File: src/rtl/mux2_arb_pkg.sv
// Shared constants for the two-requester mux arbiter: state encoding, select
// values, default timing parameters and the tie-break helper.
package mux2_arb_pkg;

  typedef enum logic [1:0] {
    IDLE    = 2'b00,
    GRANT_A = 2'b01,
    GRANT_B = 2'b10,
    GAP     = 2'b11
  } arb_state_e;

  localparam logic SEL_A = 1'b0;
  localparam logic SEL_B = 1'b1;

  localparam int DEF_SWITCH_GAP = 1;
  localparam int DEF_MAX_HOLD   = 8;

  // Returns 1 when B should win: sole requester, or tie with A served last.
  function automatic logic pick_b(input logic req_a, input logic req_b,
                                  input logic last_b);
    if (req_a && req_b) return !last_b;
    return req_b;
  endfunction

endpackage

File: src/rtl/mux2_arb_timer.sv
// Loadable down-counter that stops at zero; shared by the gap and hold timing.
module mux2_arb_timer #(
  parameter int W = 4
) (
  input  logic         clk,
  input  logic         rst_n,
  input  logic         load,
  input  logic [W-1:0] load_val,
  input  logic         dec,
  output logic         zero
);

  logic [W-1:0] cnt_d, cnt_q;

  always_comb begin
    cnt_d = cnt_q;
    if (load)                   cnt_d = load_val;
    else if (dec && !zero)      cnt_d = cnt_q - W'(1);
  end

  always_ff @(posedge clk or negedge rst_n) begin
    if (!rst_n) cnt_q <= '0;
    else        cnt_q <= cnt_d;
  end

  assign zero = (cnt_q == '0);

endmodule

File: src/rtl/mux2_arbiter.sv
// Two-requester arbiter for a shared 2:1 mux with a dead gap between owners.
// Define MUX2_ARB_TIMEOUT_EN to force release after MAX_HOLD contested cycles.
module mux2_arbiter
  import mux2_arb_pkg::*;
#(
  parameter int SWITCH_GAP = DEF_SWITCH_GAP,
  parameter int MAX_HOLD   = DEF_MAX_HOLD
) (
  input  logic clk,
  input  logic rst_n,
  input  logic req_a,
  input  logic req_b,
  input  logic done,
  output logic gnt_a,
  output logic gnt_b,
  output logic sel,
  output logic busy,
  output logic tmo
);

  if (SWITCH_GAP < 1 || SWITCH_GAP > 15 || MAX_HOLD < 1) begin : g_bad_cfg
    $error("mux2_arbiter: SWITCH_GAP must be 1..15 and MAX_HOLD >= 1");
  end

  localparam logic [3:0] GAP_LOAD = 4'(SWITCH_GAP - 1);

  arb_state_e state_d, state_q;
  logic       last_b_d, last_b_q;
  logic       sel_d, sel_q;
  logic       gnt_a_d, gnt_a_q, gnt_b_d, gnt_b_q, busy_d, busy_q;
  logic       gap_load, gap_dec, gap_zero;
  logic       timeout_a, timeout_b;
  logic       win_b;

  mux2_arb_timer #(.W(4)) u_gap_tmr (
    .clk      (clk),
    .rst_n    (rst_n),
    .load     (gap_load),
    .load_val (GAP_LOAD),
    .dec      (gap_dec),
    .zero     (gap_zero)
  );

`ifdef MUX2_ARB_TIMEOUT_EN
  localparam int HOLD_W = (MAX_HOLD < 2) ? 1 : $clog2(MAX_HOLD);

  logic contested, hold_load, hold_dec, hold_zero;
  logic tmo_d, tmo_q;

  // Counting only runs while the owner stays and the other side waits.
  assign contested = (state_q == GRANT_A && req_b) || (state_q == GRANT_B && req_a);
  assign hold_load = !contested;
  assign hold_dec  = contested && !hold_zero;
  assign timeout_a = (state_q == GRANT_A) && req_b && hold_zero;
  assign timeout_b = (state_q == GRANT_B) && req_a && hold_zero;

  mux2_arb_timer #(.W(HOLD_W)) u_hold_tmr (
    .clk      (clk),
    .rst_n    (rst_n),
    .load     (hold_load),
    .load_val (HOLD_W'(MAX_HOLD - 1)),
    .dec      (hold_dec),
    .zero     (hold_zero)
  );

  // Forced release only when the owner was not already letting go.
  always_comb begin
    tmo_d = (timeout_a && req_a && !done) || (timeout_b && req_b && !done);
  end

  always_ff @(posedge clk or negedge rst_n) begin
    if (!rst_n) tmo_q <= 1'b0;
    else        tmo_q <= tmo_d;
  end

  assign tmo = tmo_q;
`else
  assign timeout_a = 1'b0;
  assign timeout_b = 1'b0;
  assign tmo       = 1'b0;
`endif

  always_comb begin
    state_d  = state_q;
    last_b_d = last_b_q;
    sel_d    = sel_q;
    gap_dec  = 1'b0;
    win_b    = pick_b(req_a, req_b, last_b_q);

    unique case (state_q)
      IDLE: begin
        if (req_a || req_b) state_d = win_b ? GRANT_B : GRANT_A;
      end
      GRANT_A: begin
        if (done || !req_a || timeout_a) state_d = GAP;
      end
      GRANT_B: begin
        if (done || !req_b || timeout_b) state_d = GAP;
      end
      GAP: begin
        if (!gap_zero)           gap_dec = 1'b0 | 1'b1;
        else if (req_a || req_b) state_d = win_b ? GRANT_B : GRANT_A;
        else                     state_d = IDLE;
      end
      default: state_d = IDLE;
    endcase

    gap_load = (state_d == GAP) && (state_q != GAP);

    // Select and tie-break history move only on entry into a grant.
    if (state_d == GRANT_A && state_q != GRANT_A) begin
      sel_d    = SEL_A;
      last_b_d = 1'b0;
    end else if (state_d == GRANT_B && state_q != GRANT_B) begin
      sel_d    = SEL_B;
      last_b_d = 1'b1;
    end

    gnt_a_d = (state_d == GRANT_A);
    gnt_b_d = (state_d == GRANT_B);
    busy_d  = (state_d != IDLE);
  end

  always_ff @(posedge clk or negedge rst_n) begin
    if (!rst_n) begin
      state_q  <= IDLE;
      last_b_q <= 1'b1;
      sel_q    <= SEL_A;
      gnt_a_q  <= 1'b0;
      gnt_b_q  <= 1'b0;
      busy_q   <= 1'b0;
    end else begin
      state_q  <= state_d;
      last_b_q <= last_b_d;
      sel_q    <= sel_d;
      gnt_a_q  <= gnt_a_d;
      gnt_b_q  <= gnt_b_d;
      busy_q   <= busy_d;
    end
  end

  assign gnt_a = gnt_a_q;
  assign gnt_b = gnt_b_q;
  assign sel   = sel_q;
  assign busy  = busy_q;

endmodule

File: config.mk
export PLATFORM = sky130hd
export DESIGN_NAME = mux2_arbiter
export DESIGN_NICKNAME = d
export VERILOG_FILES = /design/src/rtl/mux2_arb_pkg.sv /design/src/rtl/mux2_arb_timer.sv /design/src/rtl/mux2_arbiter.sv
export SDC_FILE = /design/constraint.sdc
export NUM_CORES = 1
export LEC_CHECK = 0
export ABC_CLOCK_PERIOD_IN_PS = 2700
export BUFFER_PORTS_ARGS = -buffer_cell sky130_fd_sc_hd__buf_2
export CAP_MARGIN = 10
export CORE_AREA = 2 2 39 41
export DETAILED_ROUTE_END_ITERATION = 10
export DIE_AREA = 0 0 41 43
export GPL_ROUTABILITY_DRIVEN = 0
export PLACE_DENSITY = 0.63
export SYNTH_ARGS = -nofsm -noshare
export SYNTH_HDL_FRONTEND = slang
export SYNTH_SLANG_ARGS = --single-unit
File: constraint.sdc
create_clock -name clk -period 2.7 [get_ports clk]
set_clock_uncertainty 0.15 [all_clocks]
set_input_delay 0.405 -clock clk [delete_from_list [all_inputs] [get_ports clk]]
set_output_delay 0.405 -clock clk [all_outputs]
set_load 0.02 [all_outputs]
==> results.md <==
* Outcome: completed
* Ports at 10
* DIE AREA at 1763 µm²
* Final Max Tran Viols at 0
* Synth Register Bits at 11
* Diodes inserted at 0
* First-pass iteration count of the detailed router at 2
* Leakage power at 0.3108 nW
* PortBufs at 8
* Crit-path leading delay family: simple AND/OR/NAND/NOR gates
* Avg Cell Area, Syn at 9.323 µm²
* Startpoint Class: flop
* Netlist cell types at 27
* CP endpoint kind: flop
* Fill count at 143
* Htree depth at 1
* Worst-case reg-to-reg path depth at 7
* Total of max-cap violations at 0
* Rows at 14
* Minimum clock period after layout at 2.189 ns
* Clk sinks at 11
* Setup Buffers After CTS at 0
* Hold Crit Class: input port to asynchronous set/reset pin
* Overflow after GRT at 0
* Critical Path AT at 2.19 ns
* GR Util All Layers at 15.68%
* CORE AREA at 1384 µm²
* Die extent in y at 43 µm
* Max Clock Freq at 456.9 MHz
* Setup violations, final at 0
* Highest-delay cell along the critical path: dfrtp_1
* CP max FO at 8
* Worst VDD drop at 590.1 µV
* Max_slew headroom at 66.22%
* Max incr delay on CP at 0.41 ns
* Sequential-to-total area share from yosys stat at 47.84%
* Share of cells above drive strength 1 at 22.22%
* Number of buffers and inverters on the critical path at 2
* Die Wd at 41 µm
* Worst skew pair latency at 0.27 ns
* RSZ-0062 raised after global routing: no
* Power Density at 1193 nW/µm²
* WL final at 989 µm
* Clk pin slew, worst setup/hold paths at 0.07 ns
* Final hold vios at 0
* First-pass GRT wire length at 1800 µm
* Worst Tran Pin Value at 0.5040 ns
* DR iter-0 viols at 1
* Routed Antenna Nets at 0
* DP Area at 619.3 µm²
* Final setup TNS at 0 ns
* NumNets Final at 79
* Hpwl dp at 740.6 µm
* Initial antenna violation count at 0
* Worst path cell trace: inv_1 -> ha_1 -> or3b_4 -> a211oi_2 -> or3_1 -> inv_1 -> or2_2
* Quantity of gates resized following cts at 0
* Tcrit/Tclk final at 81.07%
* Starting density of the core at 41.77%
* Crit path top cell by count: inv_1
* Final Power at 781.9 µW
* Vias after detailed routing at 456
* Critical Path Stages at 7
* CTS Buf Count at 3
* Syn nets at 68
* Routed vias/inst at 5.182
* Design area at 655.6 µm²
* Synth Warn # at 0
* Post-DR wirelength/cell at 11.24 µm
* Vias in the first global route at 416
* CP required at 2.70 ns
* Clock Root Buffer: clkbuf_4
* Bufs on Longest Clock Path at 2
* Area Growth Syn to Fin at 13.42%
* TritonCTS clock tree: done
* # DRC at 0
* Crit path kind: flop to flop
* Largest net degree at the start of global routing at 12
* Post-Syn Instances at 62
* Post-Synthesis Cell Area at 578.1 µm²
* R2R Setup Slk at 0.51 ns
[cells in the mapped netlist]
cell type / number / area [µm²]
o22ai_1: 3 / 18.77
o21ai_0: 2 / 10.01
nor2b_1: 1 / 6.260
nor3_2: 1 / 10.01
a21oi_1: 2 / 10.01
a21boi_0: 1 / 7.510
nor4_1: 2 / 12.51
mux2i_1: 1 / 10.01
buf_4: 2 / 15.01
dfrtp_1: 10 / 250.2
nand2b_1: 2 / 12.51
ha_1: 1 / 12.51
xnor2_1: 1 / 8.760
or3_1: 1 / 6.260
a211oi_2: 1 / 12.51
or2_2: 1 / 6.260
nor2_1: 5 / 18.77
nand2_1: 3 / 11.26
nand3_1: 2 / 10.01
dfstp_2: 1 / 26.28
or3b_4: 1 / 11.26
or2b_1: 1 / 7.510
clkbuf_1: 1 / 3.750
inv_1: 7 / 26.28
conb_1: 1 / 3.750
nor3_1: 4 / 20.02
a211oi_1: 4 / 30.03
[per-stage QoR]
| stage | instances | hold slack (ns) | util [%] | setup slack [ns] |
|---|---|---|---|---|
| 2_1_floorplan | 62 | -0.04059 | - | 0.7028 |
| 3_3_place_gp | 83 | 0.1371 | 44.76 | 0.5508 |
| 3_5_place_dp | 83 | 0.1387 | 44.76 | 0.5250 |
| 4_1_cts | 88 | 0.3814 | 47.38 | 0.4960 |
| 5_1_grt | 88 | 0.4141 | 47.38 | 0.3060 |
| 6_report | 88 | 0.3790 | 47.38 | 0.5111 |
[cells in the final DEF (no fill, tap or decap), drive strengths merged, types with 3 or more instances in the layout]
master  netlist  layout
a211oi        5       5
nor2          5       5
o22ai         3       3
dfrtp        10      10
nor3          5       5
nand2         3       3
buf           2       8
inv           7       7
clkbuf        1       4
[per-layer routing]
metal | vias to the layer above | GRT usage [%] | share of wire (%)
met1 | 214 | 21.21 | 48
met2 | 6 | 21.88 | 48
met4 | 0 | 8.000 | 0.51
met3 | 2 | 4.712 | 3.4
met5 | - | 0 | 0
li1 | 234 | - | -
[power breakdown]
part           switching, mW  internal (mW)
clock network         0.0545         0.0571
registers             0.0567          0.240
logic                  0.215          0.159
total                  0.326          0.456
[final timing paths]
kind / start / to
max: u_gap_tmr.cnt_q[0] / busy
min reg2reg: last_b_q / last_b_q
max reg2reg: u_gap_tmr.cnt_q[0] / busy
max in group asynchronous: rst_n / last_b_q
min: rst_n / u_gap_tmr.cnt_q[0]
min in group clk: last_b_q / last_b_q
[area by class of cell]
class                   count  area (µm²)  area share (%)
clock buffers               4       26.28           4.008
repair buffers              9       50.05           7.634
inverters                   7       26.28           4.008
multi-input cells          41       256.5           39.12
well taps                  16       20.02           3.053
flip-flops and latches     11       276.5           42.18
[sequential cells by signal (all words and copies together) (netlist names)]
| name | cells |
|---|---|
| busy | 1 |
| gnt_a | 1 |
| gnt_b | 1 |
| last_b_q | 1 |
| sel | 1 |
| state_q | 2 |
| u_gap_tmr.cnt_q | 4 |
[kinds of logic after synthesis]
kind of cell             after synthesis  synth area share (%)
AND/OR/NAND/NOR                       24                 22.95
XOR/XNOR                               1                 1.515
AO/OA/AOI/OAI                         13                 15.37
other                                  1                0.6487
buffers and inverters                 10                 7.792
multiplexers                           1                 1.732
adder cells (fa/ha/maj)                1                 2.164
flip-flops                            11                 47.84
[repair_timing]
| item | 4_1_cts | 5_1_grt |
|---|---|---|
| endpoints found under the hold margin | 10 | 0 |
| setup endpoints to repair | 0 | 0 |
| hold buffers | 1 | 0 |
Power figures use the tool's default switching activity.
